[config.mk]
export PLATFORM = sky130hd
export DESIGN_NAME = instr_trace_capture
export DESIGN_NICKNAME = d
export VERILOG_FILES = /design/src/rtl/riscy_trace_pkg.sv /design/src/rtl/trace_fifo.sv /design/src/rtl/instr_trace_capture.sv
export SDC_FILE = /design/constraint.sdc
export NUM_CORES = 1
export LEC_CHECK = 0
export BUFFER_PORTS_ARGS = -buffer_cell sky130_fd_sc_hd__buf_2
export CAP_MARGIN = 5
export CORE_AREA = 5 5 255 282
export DETAILED_ROUTE_END_ITERATION = 12
export DIE_AREA = 0 0 260 287
export PLACE_DENSITY = 0.52
export SYNTH_ARGS = -nofsm -noshare
export SYNTH_HDL_FRONTEND = slang
export SYNTH_SLANG_ARGS = --single-unit
export TNS_END_PERCENT = 20
[constraint.sdc]
create_clock -name CLK -period 2.7 [get_ports CLK]
set_input_delay 0.405 -clock CLK [delete_from_list [all_inputs] [get_ports CLK]]
set_output_delay 0.405 -clock CLK [all_outputs]
set_load 0.005 [all_outputs]
[src/rtl/riscy_trace_pkg.sv]
// ---------------------------------------------------------------------------
// riscy_trace_pkg
// Shared constants for the instruction trace capture block.
//   TRACE_REC_W        : width of one stored trace record (64, or 96 with
//                        INSTR_TRACE_TIMESTAMP_EN defined)
//   PC_LSB / INSTR_LSB : field offsets of PC and instruction inside a record
//   TS_LSB             : field offset of the timestamp (timestamp builds only)
//   DROP_CNT_W         : width of the saturating dropped-capture counter
//   EXEC_STATE_DEFAULT : core FSM encoding of the execute state
//   sat_inc()          : saturating increment used by the drop counter
// ---------------------------------------------------------------------------
package riscy_trace_pkg;

    localparam int PC_LSB    = 0;
    localparam int INSTR_LSB = 32;

`ifdef INSTR_TRACE_TIMESTAMP_EN
    localparam int TS_LSB      = 64;
    localparam int TRACE_REC_W = 96;
`else
    localparam int TRACE_REC_W = 64;
`endif

    localparam int DROP_CNT_W         = 16;
    localparam int EXEC_STATE_DEFAULT = 3;

    // Counts up and sticks at all-ones instead of wrapping back to zero.
    function automatic logic [DROP_CNT_W-1:0] sat_inc(input logic [DROP_CNT_W-1:0] v);
        return (v == '1) ? v : v + DROP_CNT_W'(1);
    endfunction

endpackage

[src/rtl/trace_fifo.sv]
// ---------------------------------------------------------------------------
// trace_fifo
// Generic synchronous first-word-fall-through FIFO. The head entry is
// presented on dout combinationally from storage at the read pointer.
//   clk, rst_n : clock, asynchronous active-low reset
//   push, din  : write request and data (ignored when full unless popping)
//   pop        : read request (ignored when empty)
//   dout       : head entry; stale contents when empty
//   level      : occupancy, 0..DEPTH
//   full/empty : occupancy flags
// ---------------------------------------------------------------------------
module trace_fifo #(
    parameter int WIDTH = 64,
    parameter int DEPTH = 8
) (
    input  logic                       clk,
    input  logic                       rst_n,
    input  logic                       push,
    input  logic                       pop,
    input  logic [WIDTH-1:0]           din,
    output logic [WIDTH-1:0]           dout,
    output logic [$clog2(DEPTH):0]     level,
    output logic                       full,
    output logic                       empty
);

    localparam int PTR_W = $clog2(DEPTH);
    localparam int LVL_W = PTR_W + 1;

    logic [WIDTH-1:0] mem [DEPTH];
    logic [PTR_W-1:0] rd_ptr;
    logic [PTR_W-1:0] wr_ptr;
    logic [LVL_W-1:0] count;
    logic             do_push;
    logic             do_pop;

    // Occupancy is kept separately from the pointers, so equal pointers
    // never leave full and empty ambiguous.
    assign full  = (count == LVL_W'(DEPTH));
    assign empty = (count == '0);

    // A push into a full FIFO is still legal when the head leaves the
    // same cycle; a pop from an empty FIFO is never legal.
    assign do_pop  = pop && !empty;
    assign do_push = push && (!full || do_pop);

    // Storage is cleared on reset so the stale head reads as zero.
    always_ff @(posedge clk or negedge rst_n) begin
        if (!rst_n) begin
            rd_ptr <= '0;
            wr_ptr <= '0;
            count  <= '0;
            for (int i = 0; i < DEPTH; i++) begin
                mem[i] <= '0;
            end
        end else begin
            if (do_push) begin
                mem[wr_ptr] <= din;
                wr_ptr      <= wr_ptr + PTR_W'(1);
            end
            if (do_pop) begin
                rd_ptr <= rd_ptr + PTR_W'(1);
            end
            case ({do_push, do_pop})
                2'b10:   count <= count + LVL_W'(1);
                2'b01:   count <= count - LVL_W'(1);
                default: count <= count;
            endcase
        end
    end

    assign dout  = mem[rd_ptr];
    assign level = count;

endmodule

[src/rtl/instr_trace_capture.sv]
// ---------------------------------------------------------------------------
// instr_trace_capture
// Watches the SOC debug taps and captures one {PC, INSTR} record each time
// the core FSM enters the execute state. Records drain in capture order
// over a valid/ready interface; captures arriving while full are dropped
// and counted.
// Optional feature macro: INSTR_TRACE_TIMESTAMP_EN adds a free-running
// 32-bit cycle counter, stores its value with each record and exposes it
// on out_ts.
//   CLK, RESET          : clock, asynchronous active-low reset
//   enable              : capture enable (draining continues when low)
//   state_in            : core FSM state
//   pc_in, instr_in     : core PC and instruction, sampled at the trigger
//   out_valid/out_ready : record handshake
//   out_pc, out_instr   : head record fields
//   out_ts              : head record timestamp (timestamp builds only)
//   level               : FIFO occupancy
//   overflow            : sticky, set when any capture is dropped
//   drop_cnt            : saturating dropped-capture count
// ---------------------------------------------------------------------------
module instr_trace_capture
    import riscy_trace_pkg::*;
#(
    parameter int                 DEPTH      = 8,
    parameter int                 STATE_W    = 3,
    parameter logic [STATE_W-1:0] EXEC_STATE = STATE_W'(EXEC_STATE_DEFAULT)
) (
    input  logic                    CLK,
    input  logic                    RESET,
    input  logic                    enable,
    input  logic [STATE_W-1:0]      state_in,
    input  logic [31:0]             pc_in,
    input  logic [31:0]             instr_in,
    output logic                    out_valid,
    input  logic                    out_ready,
    output logic [31:0]             out_pc,
    output logic [31:0]             out_instr,
    output logic [$clog2(DEPTH):0]  level,
    output logic                    overflow,
    output logic [DROP_CNT_W-1:0]   drop_cnt
`ifdef INSTR_TRACE_TIMESTAMP_EN
    ,
    output logic [31:0]             out_ts
`endif
);

    logic [STATE_W-1:0]     prev_state;
    logic                   cap;
    logic                   pop_req;
    logic                   fifo_push;
    logic                   fifo_full;
    logic                   fifo_empty;
    logic                   drop;
    logic [TRACE_REC_W-1:0] rec_in;
    logic [TRACE_REC_W-1:0] rec_out;

    // prev_state follows the bus regardless of enable, so raising enable in
    // the middle of an execute run never produces a late capture.
    always_ff @(posedge CLK or negedge RESET) begin
        if (!RESET) begin
            prev_state <= '0;
        end else begin
            prev_state <= state_in;
        end
    end

    assign cap       = enable && (state_in == EXEC_STATE) && (prev_state != EXEC_STATE);
    assign pop_req   = out_valid && out_ready;
    assign fifo_push = cap && (!fifo_full || pop_req);
    assign drop      = cap && fifo_full && !pop_req;

    always_ff @(posedge CLK or negedge RESET) begin
        if (!RESET) begin
            overflow <= 1'b0;
            drop_cnt <= '0;
        end else if (drop) begin
            overflow <= 1'b1;
            drop_cnt <= sat_inc(drop_cnt);
        end
    end

`ifdef INSTR_TRACE_TIMESTAMP_EN
    logic [31:0] cycle_cnt;

    always_ff @(posedge CLK or negedge RESET) begin
        if (!RESET) begin
            cycle_cnt <= '0;
        end else begin
            cycle_cnt <= cycle_cnt + 32'd1;
        end
    end
`endif

    always_comb begin
        rec_in                     = '0;
        rec_in[PC_LSB +: 32]       = pc_in;
        rec_in[INSTR_LSB +: 32]    = instr_in;
`ifdef INSTR_TRACE_TIMESTAMP_EN
        rec_in[TS_LSB +: 32]       = cycle_cnt;
`endif
    end

    trace_fifo #(
        .WIDTH (TRACE_REC_W),
        .DEPTH (DEPTH)
    ) u_fifo (
        .clk   (CLK),
        .rst_n (RESET),
        .push  (fifo_push),
        .pop   (pop_req),
        .din   (rec_in),
        .dout  (rec_out),
        .level (level),
        .full  (fifo_full),
        .empty (fifo_empty)
    );

    assign out_valid = !fifo_empty;
    assign out_pc    = rec_out[PC_LSB +: 32];
    assign out_instr = rec_out[INSTR_LSB +: 32];
`ifdef INSTR_TRACE_TIMESTAMP_EN
    assign out_ts    = rec_out[TS_LSB +: 32];
`endif

endmodule

==> metrics.txt <==
worst-margin pin slew 0.599 ns; Post-DP HPWL 33.9 mm; Syn Inst Count 1445; Distinct cells, synth 38; layout cells sized above 1 61.2%; Synth Register Bits 542; initial antenna violation count 10; via count 13300; Syn Area/Cell 16.9 sq um; Avg Vias per Cell 5.07; Most used DFF post-synth dfrtp_1; multi-input combinational cell area 10500 sq um; crit path from u_fifo.rd_ptr[0]; htree depth 2; largest net degree at the start of global routing 87; area occupied by registers 13600 sq um; CTS tree yes; max cap viols 0; Site Rows 101; initial drt markers 559; dpl cell area 26700 sq um; violated checks setup timing; CP endpoint out_instr[26]; die extent in y 287 um; Fmax 350 MHz; final worst path period share 106%; crit path kind flip-flop to output pin; vias in the first global route 14700; clock share of power 27.9%; die width 260 um; fin worst setup slack -0.154 ns; clk_lat worst skew 0.61 ns; total gr overflow 0; skew final 0.00787 ns; Setup Viol. Count Final 61; GPL Wtd Cong 0.719; CP Max Fanout 9; Filler cells 6121; Flop pwr share 38.6%; WL/cell 22.4 um; fin nets 1720; commonest cells after routing, fill and taps aside 539 x dfrtp_1, 482 x mux2_2, 128 x mux4_2; Clock Tree Buf Depth 3; Clock Pin Slew Worst Setup and Hold Paths 0.06 ns; Hold Fails Final Rpt 0; clock root cell clkbuf_16; cells on worst reg2reg path 10; CTS Sinks 542; Die Area 74600 sq um; Reg2Reg Setup Slack 0.27 ns; worst min path class input pin to flip-flop; register area share after synthesis 55.5%; largest vdd supply drop 0.000636 V; area growth from synthesis to layout 20.6%; internal power 21.6 mW; CP Capture Type output pin; EDFF count, synth 0; Tmin final 2.85 ns; Initial Util 35.6%; antenna-violating nets left 0; cell area after synthesis 24400 sq um; DRC 0; Comb pwr share 33.4%; Port Buffers 156; dpl ws 0.152 ns; Max Slew Vio Count 0; most common cell after layout, fill and taps aside dfrtp_1; async set-reset flop share out of synthesis 100%; hold slack final 0.117 ns; reg-to-reg endpoint u_fifo.level[2]; reg2reg start u_fifo.level[2]; WP data required 2.30 ns; Startpoint Class flip-flop; RSZ-0062 raised after global routing true; CTS buffer count 61; core area 68600 sq um; switching part of the total 27.8%; post-route cell area 29500 sq um; Sw Pwr 8.31 mW; Post-Route WL 58.7 mm; yosys warns 0; outcome complete, but fails checks; crit path DAT 2.45 ns; Leakage 14.2 nW; first-pass GRT wire length 91.7 mm; overall global routing resource usage 15.7%; First-pass DRT Iterations 4; I/O pins 157; power per cell area 1010 nW/um^2; slew margin rel. 60.1%; Syn Nets 1522
-- how the worst min path moves through the flow --
stage,cells after the start,end,from
floorplan,0,drop_cnt[0],RESET
global placement,1,u_fifo.mem[398],RESET
detailed placement,1,u_fifo.mem[270],RESET
CTS,2,u_fifo.mem[238],instr_in[14]
global route,2,u_fifo.mem[388],pc_in[4]
finish,2,u_fifo.mem[238],instr_in[14]
-- area by class of cell --
cell class	instances	area share, %
sequential	542	46.1
multi-input combinational	807	35.7
timing repair buffer	228	7.31
clock buffer	95	6.37
tap	927	3.94
clock inverter	16	0.565
inverter	3	0.0467
antenna	2	0.0170
-- flip-flops by register name, indices dropped and copies added, names as in the netlist --
name / cells
u_fifo.mem: 512
drop_cnt: 16
u_fifo.level: 4
prev_state: 3
u_fifo.rd_ptr: 3
u_fifo.wr_ptr: 3
overflow: 1
-- routing by layer --
metal  part of all wire (%)  wire (um)  track usage [%]
met1                     44      26000             20.7
met4                    2.0       1180             3.79
met2                     50      29600             27.0
met5                   0.12         68                0
met3                    3.2       1860             2.79
-- through the flow --
step	utilization, %	instances	total power, mW	setup TNS [ns]
after floorplan	-	1445	17.3	0
after global placement	38.9	2486	20.2	0
after detailed placement	38.9	2486	20.5	0
after CTS	42.3	2612	29.6	-10.38
after global routing	42.9	2620	31.5	-12.52
final	42.9	2620	29.9	-6.42
-- power by group through the flow --
stage | Clock (mW) | Combinational (mW) | Sequential [mW]
after detailed placement | 0 | 8.76 | 11.7
final | 8.36 | 10.0 | 11.5
after floorplan | 0 | 6.16 | 11.2
after global routing | 8.97 | 10.8 | 11.8
after CTS | 8.65 | 9.44 | 11.5
after global placement | 0 | 8.60 | 11.6
-- critical path, stage by stage (launching register included) --
cell and delay, ns:
dfrtp_4 0.47, buf_16 0.20, clkbuf_16 0.21, mux4_2 0.52
mux2_4 0.28, buf_2 0.14
-- synth_stat cells, types with 5 or more instances --
cell type | number | area, sq um
xor2_1 | 18 | 158
dfrtp_1 | 542 | 13600
mux2_4 | 60 | 901
mux2_1 | 5 | 56.3
buf_6 | 12 | 135
buf_2 | 51 | 255
nand2_1 | 10 | 37.5
clkbuf_1 | 21 | 78.8
nand3_1 | 7 | 35.0
mux2_2 | 514 | 5790
ha_1 | 6 | 75.1
xnor2_1 | 6 | 52.6
nor3_1 | 9 | 45.0
nand4_1 | 5 | 31.3
mux4_2 | 128 | 2880
buf_1 | 7 | 26.3
-- timing repair --
item / CTS / global route
setup buffers: 9 / 0
endpoints found under the setup margin: 64 / 64
hold buffers: 4 / 0
hold endpoints to repair: 52 / 0
gates cloned: 2 / 6
resized for setup: 17 / 59
-- cells by family (layout without fill, tap and decap cells) --
group	after synthesis	in the layout	share of synthesized area [%]
other	0	2	0
AND/OR/NAND/NOR	63	63	1.58
adder cells (fa/ha/maj)	6	6	0.307
AO/OA/AOI/OAI	7	7	0.205
multiplexers	707	707	39.4
flip-flops	542	542	55.5
XOR/XNOR	24	24	0.860
buffers and inverters	96	342	2.15
Note: power is estimated with default switching activity, not from simulation.
